### config.mk
export PLATFORM = sky130hd
export DESIGN_NAME = shift_register_ctrl
export DESIGN_NICKNAME = d
export VERILOG_FILES = /design/src/rtl/shift_register_ctrl_pkg.sv /design/src/rtl/shift_register_ctrl_shift.sv /design/src/rtl/shift_register_ctrl.sv
export SDC_FILE = /design/constraint.sdc
export NUM_CORES = 1
export LEC_CHECK = 0
export CAP_MARGIN = 20
export CELL_PAD_IN_SITES_DETAIL_PLACEMENT = 1
export CELL_PAD_IN_SITES_GLOBAL_PLACEMENT = 2
export CORE_MARGIN = 2
export CORE_UTILIZATION = 29
export CTS_BUF_LIST = sky130_fd_sc_hd__clkbuf_4
export CTS_CLUSTER_SIZE = 25
export DETAILED_ROUTE_END_ITERATION = 10
export GPL_TIMING_DRIVEN = 0
export MAX_ROUTING_LAYER = met4
export PLACE_DENSITY = 0.83
export SYNTH_ARGS = -nofsm -noshare
export SYNTH_HDL_FRONTEND = slang
export SYNTH_SLANG_ARGS = --single-unit
### constraint.sdc
create_clock -name clk -period 2.24 [get_ports clk]
set_input_delay 0.448 -clock clk [delete_from_list [all_inputs] [get_ports clk]]
set_output_delay 0.448 -clock clk [all_outputs]
set_load 0.02 [all_outputs]
### src/rtl/shift_register_ctrl_pkg.sv
// Shared encodings for the shift register controller: mode select, FSM states,
// shift-unit operations and direction constants.
package shift_register_ctrl_pkg;

    localparam logic [2:0] MODE_HOLD = 3'b000;
    localparam logic [2:0] MODE_LOAD = 3'b001;
    localparam logic [2:0] MODE_SHL  = 3'b010;
    localparam logic [2:0] MODE_SHR  = 3'b011;
    localparam logic [2:0] MODE_ROL  = 3'b100;
    localparam logic [2:0] MODE_ROR  = 3'b101;
    localparam logic [2:0] MODE_CLR  = 3'b110;

    localparam logic DIR_LEFT  = 1'b0;
    localparam logic DIR_RIGHT = 1'b1;

    typedef enum logic {
        IDLE  = 1'b0,
        SHIFT = 1'b1
    } state_t;

    typedef enum logic [1:0] {
        OP_HOLD   = 2'b00,
        OP_SHIFT  = 2'b01,
        OP_ROTATE = 2'b10
    } op_t;

endpackage

### src/rtl/shift_register_ctrl_shift.sv
// Combinational next-value logic shared by the mode path and the transfer engine.
module shift_unit
    import shift_register_ctrl_pkg::*;
#(
    parameter int WIDTH = 8
) (
    input  logic [WIDTH-1:0] q,
    input  logic             sin,
    input  op_t              op,
    input  logic             dir,
    output logic [WIDTH-1:0] q_next
);

    always_comb begin
        q_next = q;
        case (op)
            OP_SHIFT:  q_next = (dir == DIR_LEFT) ? {q[WIDTH-2:0], sin}
                                                  : {sin, q[WIDTH-1:1]};
            OP_ROTATE: q_next = (dir == DIR_LEFT) ? {q[WIDTH-2:0], q[WIDTH-1]}
                                                  : {q[0], q[WIDTH-1:1]};
            default:   q_next = q;
        endcase
    end

endmodule

### src/rtl/shift_register_ctrl.sv
// WIDTH-bit register bank with load/shift/rotate/clear modes and an automatic
// serial-transfer engine that shifts out all WIDTH bits with busy/done status.
//
// state | meaning
// IDLE  | mode commands applied; start launches a transfer
// SHIFT | one bit shifted per enabled edge until cnt reaches 0
module shift_register_ctrl
    import shift_register_ctrl_pkg::*;
#(
    parameter int               WIDTH       = 8,
    parameter logic [WIDTH-1:0] RESET_VALUE = '0
) (
    input  logic             clk,
    input  logic             reset,
    input  logic             en,
    input  logic [2:0]       mode,
    input  logic [WIDTH-1:0] pdata_in,
    input  logic             sin,
    input  logic             start,
    input  logic             shift_dir,
    output logic [WIDTH-1:0] q,
    output logic             sout,
    output logic             busy,
    output logic             done
);

    localparam int CW = $clog2(WIDTH + 1);

    state_t           state_r, state_nxt;
    logic [CW-1:0]    cnt_r, cnt_nxt;
    logic [WIDTH-1:0] q_r, q_nxt, su_q;
    logic             dir_r, dir_nxt;
    logic             done_r, done_nxt;
    op_t              su_op;
    logic             su_dir;

    shift_unit #(.WIDTH(WIDTH)) u_shift (
        .q      (q_r),
        .sin    (sin),
        .op     (su_op),
        .dir    (su_dir),
        .q_next (su_q)
    );

    always_ff @(posedge clk) begin
        if (reset) begin
            state_r <= IDLE;
            cnt_r   <= '0;
            q_r     <= RESET_VALUE;
            dir_r   <= DIR_LEFT;
            done_r  <= 1'b0;
        end else begin
            state_r <= state_nxt;
            cnt_r   <= cnt_nxt;
            q_r     <= q_nxt;
            dir_r   <= dir_nxt;
            done_r  <= done_nxt;
        end
    end

    always_comb begin
        state_nxt = state_r;
        if (en) begin
            case (state_r)
                IDLE:    if (start) state_nxt = SHIFT;
                SHIFT:   if (cnt_r == CW'(1)) state_nxt = IDLE;
                default: state_nxt = IDLE;
            endcase
        end
    end

    // Datapath next values; the shift unit is steered by whichever path is active.
    always_comb begin
        q_nxt    = q_r;
        cnt_nxt  = cnt_r;
        dir_nxt  = dir_r;
        done_nxt = 1'b0;
        su_op    = OP_HOLD;
        su_dir   = dir_r;
        if (en) begin
            case (state_r)
                IDLE: begin
                    if (start) begin
                        cnt_nxt = CW'(WIDTH);
                        dir_nxt = shift_dir;
                    end else begin
                        case (mode)
                            MODE_LOAD: q_nxt = pdata_in;
                            MODE_SHL: begin
                                su_op = OP_SHIFT;  su_dir = DIR_LEFT;
                                q_nxt = su_q;      dir_nxt = DIR_LEFT;
                            end
                            MODE_SHR: begin
                                su_op = OP_SHIFT;  su_dir = DIR_RIGHT;
                                q_nxt = su_q;      dir_nxt = DIR_RIGHT;
                            end
                            MODE_ROL: begin
                                su_op = OP_ROTATE; su_dir = DIR_LEFT;
                                q_nxt = su_q;      dir_nxt = DIR_LEFT;
                            end
                            MODE_ROR: begin
                                su_op = OP_ROTATE; su_dir = DIR_RIGHT;
                                q_nxt = su_q;      dir_nxt = DIR_RIGHT;
                            end
                            MODE_CLR: q_nxt = RESET_VALUE;
                            default:  q_nxt = q_r;
                        endcase
                    end
                end
                SHIFT: begin
                    su_op = OP_SHIFT;
                    q_nxt = su_q;
                    if (cnt_r != '0) cnt_nxt = cnt_r - CW'(1);
                    if (cnt_r == CW'(1)) done_nxt = 1'b1;
                end
                default: ;
            endcase
        end
    end

    always_comb begin
        busy = (state_r == SHIFT);
        sout = (dir_r == DIR_LEFT) ? q_r[WIDTH-1] : q_r[0];
    end

    assign q    = q_r;
    assign done = done_r;

endmodule

# After elaboration in Yosys (flattened, before gate mapping)
# Cells that the tools add are included.
[word_totals]
register_bits = 15
latch_bits = 0
ramBits = 0
rom_bits = 0
wordCells = 54
mem_count = 0
[op_classes]
add_sub_neg = 1
mul = 0
div_mod_pow = 0
n_lt_le_gt_ge = 0
n_eq_ne = 13
n_shift = 0
muxes = 23
bitwise = 2
n_reduce_logical = 10
[ops]
columns = ["cell", "n"]
rows = [
  ["8-bit case mux with 2 select lines", 2],
  ["8-bit two-way mux", 3],
  ["8-bit case mux with 3 select lines", 1],
  ["3-bit equality test, second input constant", 3],
  ["1-bit two-way mux", 8],
  ["4-bit two-way mux", 2],
  ["2-bit case mux with 2 select lines", 2],
  ["4-bit case mux with 2 select lines", 1],
  ["2-bit OR reduction", 4],
  ["3-bit by 2-bit equality test with 1-bit output, second input constant", 2],
  ["3-bit AND reduction", 2],
  ["4-bit by 1-bit equality test with 1-bit output, second input constant", 1],
  ["2-bit two-way mux", 2],
  ["2-bit inequality test, second input constant", 2],
  ["4-bit by 2-bit inequality test with 1-bit output, second input constant", 1],
  ["1-bit case mux with 2 select lines", 2],
  ["4-bit nonzero test", 1],
  ["4-bit OR reduction", 1],
  ["4-bit by 1-bit subtractor with 4-bit output, second input constant", 1],
  ["3-bit by 1-bit equality test with 1-bit output, second input constant", 1],
  ["3-bit OR reduction", 1],
  ["2-bit by 1-bit equality test with 1-bit output, second input constant", 1],
  ["2-bit equality test, second input constant", 1],
  ["2-bit by 1-bit inequality test with 1-bit output, second input constant", 1],
  ["other kinds (2)", 3],
]

# Longest topological paths before layout
[depth]
depth_word = 11
ltp_mapped = 10
mapped_depth_nobuf = 9

# Hierarchy
# A second synthesis with hierarchy kept.
[hier_totals]
hier_cells = 149
area_unflattened_um2 = 1162.4
[by_module_without_submodules]
columns = ["mod", "instances", "cells_per_inst", "area_per_inst_um2", "seq_area_each_um2"]
rows = [
  ["shift_register_ctrl", 1, 114, 898.4, 300.3],
  ["shift_unit", 1, 35, 264.0, 0.0],
]

# Worst setup path before layout
# No wires, ideal clock.
[synth_timing]
path_kind = "flip-flop to flip-flop"
startpoint = "register state_r (netlist: busy)"
endpoint = "register q_r[6] (netlist: q[6])"
setup_time_ps = 138
arrival_time_ps = 2005
t_required_ps = 2102
slack_ps = 96
stages_incl_launch_ff = 8
n_path_buf = 2
synth_period_minus_slack_ps = 2144
path_cell_list = "dfxtp_1 -> buf_6 -> clkbuf_1 -> o21ai_0 -> ha_1 -> and2b_1 -> a221oi_1 -> a221oi_2"
[synth_between]
elab_chain_len = 8
word_cells_on_any_way = 16
classes_between = "eq/ne: 4; mux: 10; bitwise: 1; reduce/logical: 1"
[synth_lines]
columns = ["element", "line", "source"]
rows = [
  ["start: declaration", "shift_register_ctrl.sv:29", "state_t state_r, state_nxt;"],
  ["start signal: assignment", "shift_register_ctrl.sv:53", "state_r <= state_nxt;"],
  ["1-bit NOT (no source line)", "n/a", ""],
  ["2-bit case mux with 2 select lines", "shift_register_ctrl.sv:81", "case (state_r)"],
  ["2-bit two-way mux", "shift_register_ctrl.sv:80", "if (en) begin"],
  ["2-bit equality test or 2-bit by 1-bit equality test with 1-bit output (tied branches)", "shift_register_ctrl_shift.sv:16", "case (op)"],
  ["8-bit case mux with 2 select lines", "shift_register_ctrl_shift.sv:16", ""],
  ["8-bit case mux with 3 select lines", "shift_register_ctrl.sv:87", "case (mode)"],
  ["8-bit two-way mux", "shift_register_ctrl.sv:83", "if (start) begin"],
  ["8-bit case mux with 2 select lines", "shift_register_ctrl.sv:81", ""],
  ["end signal: assignment", "shift_register_ctrl.sv:55", "q_r <= q_nxt;"],
  ["end: declaration", "shift_register_ctrl.sv:31", "logic [WIDTH-1:0] q_r, q_nxt, su_q;"],
]
# Parallel ways exist; a longest one is shown, timed or not. The select of a mux whose other input is x is not followed.
# A chain may end at the register's enable or synchronous reset.

# Final worst setup path
[layout_timing]
startpoint = "register q_r[7] (netlist: q[7])"
endpoint = "output port sout"
[layout_between]
elab_chain_len = 1
[layout_lines]
columns = ["element", "line", "source"]
rows = [
  ["1-bit two-way mux", "shift_register_ctrl.sv:123", "sout = (dir_r == DIR_LEFT) ? q_r[WIDTH-1] : q_r[0];"],
  ["end: declaration", "shift_register_ctrl.sv:22", "output logic sout,"],
]
# Every way passes these cells.

==> impl_results.md <==
* Status: completed
* Worst path bufs/invs at 2
* Total track usage at around 18%
* Diodes inserted at 0
* CTS buffer count at 3
* Via density per instance at around 5.4
* Crit path max fanout at 4
* P&R area growth vs syn at 33.7%
* Finished Core Util at between 30% and 40%
* Clk slew on worst S/H paths at ~0.12 ns
* Clock Skews at between 0.015 and 0.02 ns
* RSZ-0062 raised after global routing: false
* Post-Layout Cell Count at 229
* Layout cells sized above 1 at 13.4%
* Worst path cell trace: inv_1, o21ai_0, clkdlybuf4s50_1
* Hold Path Class: reg -> reg
* Placed instance count at 224
* WHS at ~0.52 ns
* Post-Synthesis Cells at between 100 and 150
* DR DRC count at 0
* Die area at approximately 4500 um2
* Hold_buf cts at 0
* Crit path required time at ~1.8 ns
* DRT Pass-1 Iters at 4
* Peak supply drop at ~0.00025 V
* IO Pins at 28
* Int Power at ~0.00047 W
* CP max-delay cell: clkdlybuf4s50_1
* Worst Reg-to-Reg Cells at 7
* CP arrival at roughly 1.6 ns
* WHS Path Cells at 2
* Top post-synthesis cells by area: dfxtp_1 (26%), a221oi_1 (8.3%), ha_1 (5.4%), inv_1 (4.8%), a21oi_1 (4.7%)
* Fillers at 491
* Net Sw Frac at a little over a third
* Global-route wire length before repair at approximately 5900 um
* Die span in x at roughly 67 um
* Hpwl dp at about 2700 um
* Cell area after synthesis at between 1000 and 1500 um2
* Avg Inst Size Synth at 7.91 um2
* CP Capture Type: output port
* # port buffers at 27
* MaxCap Viol Count at 0
* Sink Count at 15
* Critical path depth at 3
* Wire per inst at 15.9 um
* Clock power frac at around a quarter
* Critical path class: reg -> out
* Pin count of the biggest net entering global routing at 11
* Yosys synthesis warning count at 0
* PwrDens at between 400 and 500 nW/um2
* Reg power frac at a little over two fifths
* GPL Wtd Cong at 0.804
* Starting DRT DRC Count at 50
* Register area share after synthesis at 25.8%
* Worst setup SP type: flop
* Tcrit/Tclk final at 93.1%
* Unique masters post-synth at 41
* Max frequency at around 480 MHz
* Clock tree buffer depth at 2
* Relative slew slack at between 60% and 70%
* Grt total ovfl at 0
* Placed inst area at roughly 1500 um2
* Chip Height at slightly below 70 um
* Setup-failing EPs final at 0
* Initial Util at a little under 30%
* Vias in the first global route at between 1,000 and 1,500
* Slew at the pin closest to its max-slew limit at ~0.58 ns
* CP top delay family: buffers and inverters
* Yosys reg bits at 15
* Yosys top cell area share at 25.8%
* CTS tree: built
* Final Cell Area at between 1500 and 2000 um2
* H-tree depth at 1
* Final-report hold violation count at 0
* Post-synth top area cell: dfxtp_1
* Nets@finish at around 200
* Leakage power at between 0.5 and 0.6 nW
* Num rows at 23
* Placeable Area at between 3000 and 4000 um2
* Routed vias at between 1,000 and 1,500
* Syn Nets at roughly 170
* CP peak stage delay at approximately 0.64 ns
* Routed Wire Length at roughly 3600 um
* Max-slew violations at 0
* Comb pwr share at between 30% and 40%
* Worst-Skew Late Latency at approximately 0.30 ns
* CTS root buffer: clkbuf_4
* Final min period at ~2.1 ns
* DRT antenna net count at 0
* Antenna violations before repair at 0
* Net Switching at roughly 0.00026 W
synth_stat cells (all sizes together):
master	number
a211o	1
a211oi	2
a21bo	1
a21oi	13
a221o	1
a221oi	13
a22oi	1
a311o	1
a31oi	4
and2b	1
and3	7
and3b	1
buf	4
clkbuf	2
dfxtp	15
ha	5
inv	15
mux2i	2
nand2	9
nand3	5
nand3b	1
nand4b	1
nor2	12
nor2b	3
nor3	2
nor3b	3
o2111ai	1
o211a	1
o21ai	15
o221ai	1
o22ai	1
or2	1
or4	1
xor2	1
through the flow:
stage	worst slack [ns]	total power, W	TNS (ns)
2_1_floorplan	0.0963	0.000450	0
3_3_place_gp	-0.644	0.000552	-4.39
3_5_place_dp	-0.642	0.000558	-4.59
4_1_cts	0.127	0.000741	0
5_1_grt	0.00671	0.000778	0
6_report	0.155	0.000730	0
worst reg2reg max path, stage by stage (launching register included):
cell	delay [ns]
dfxtp_1	0.34
buf_6	0.14
clkbuf_2	0.20
o21ai_2	0.21
ha_2	0.34
and2b_2	0.28
a221oi_1	0.35
a221oi_2	0.09
metal layers:
| metal | part of all wire (%) | global-route usage (%) |
|---|---|---|
| met1 | 47 | 21.2 |
| met2 | 50 | 31.7 |
| met3 | 2.8 | 4.00 |
| met4 | 0.14 | 1.53 |
| met5 | 0 | - |
cells by family (layout without fill, tap and decap cells):
family / after synthesis / in the layout / share of synthesized area (%)
buffers and inverters: 21 / 53 / 8.83
muxes: 2 / 2 / 1.72
AOI/OAI and AO/OA: 56 / 56 / 34.4
DFF: 15 / 15 / 25.8
and+or+nand+nor: 47 / 47 / 22.4
adders and majority gates: 5 / 5 / 5.38
xor gates and xnor gates: 1 / 1 / 1.40
layout make-up:
type	count	area, um2	share of cell area, %
clock buffers	3	22.5	1.45
repair buffers	28	274	17.6
well taps	50	62.6	4.03
multi-input cells	111	786	50.6
flip-flops and latches	15	300	19.3
plain buffers	6	47.5	3.06
clock inverters	1	5.00	0.322
inverters	15	56.3	3.62
flip-flops by register name, indices dropped and copies added, names as in the netlist:
name / flops
q: 8
cnt_r: 4
busy: 1
dir_r: 1
done: 1
power groups by stage:
| stage | clock network (W) | registers (W) | logic, W |
|---|---|---|---|
| after floorplan | 0 | 0.000321 | 0.000130 |
| after global routing | 0.000191 | 0.000308 | 0.000279 |
| after global placement | 0 | 0.000309 | 0.000244 |
| after CTS | 0.000180 | 0.000304 | 0.000256 |
| after detailed placement | 0 | 0.000310 | 0.000248 |
| final | 0.000171 | 0.000304 | 0.000255 |
path summary, 6_finish.rpt:
path | endpoint | from | slack, ns
max | sout | q[7]$_SDFFE_PP0P_ | 0.15
min | cnt_r[2]$_SDFFE_PP0P_ | cnt_r[2]$_SDFFE_PP0P_ | 0.52
max reg2reg | q[5]$_SDFFE_PP0P_ | busy$_SDFFE_PP0P_ | 0.18
min reg2reg | cnt_r[2]$_SDFFE_PP0P_ | cnt_r[2]$_SDFFE_PP0P_ | 0.52
repair_timing:
item	in CTS	in global routing
setup buffers	1	0
setup endpoints to repair	7	3
gates resized for setup	11	2
layout by cell type, fill, tap and decap left out, drive strengths merged, types with 7 or more instances in the layout:
master and count:
inv 15, nor2 12, clkdlybuf4s50 23, and3 7, o21ai 15, a221oi 13, nand2 9, dfxtp 15
a21oi 13
(Power assumes the default switching activity.)
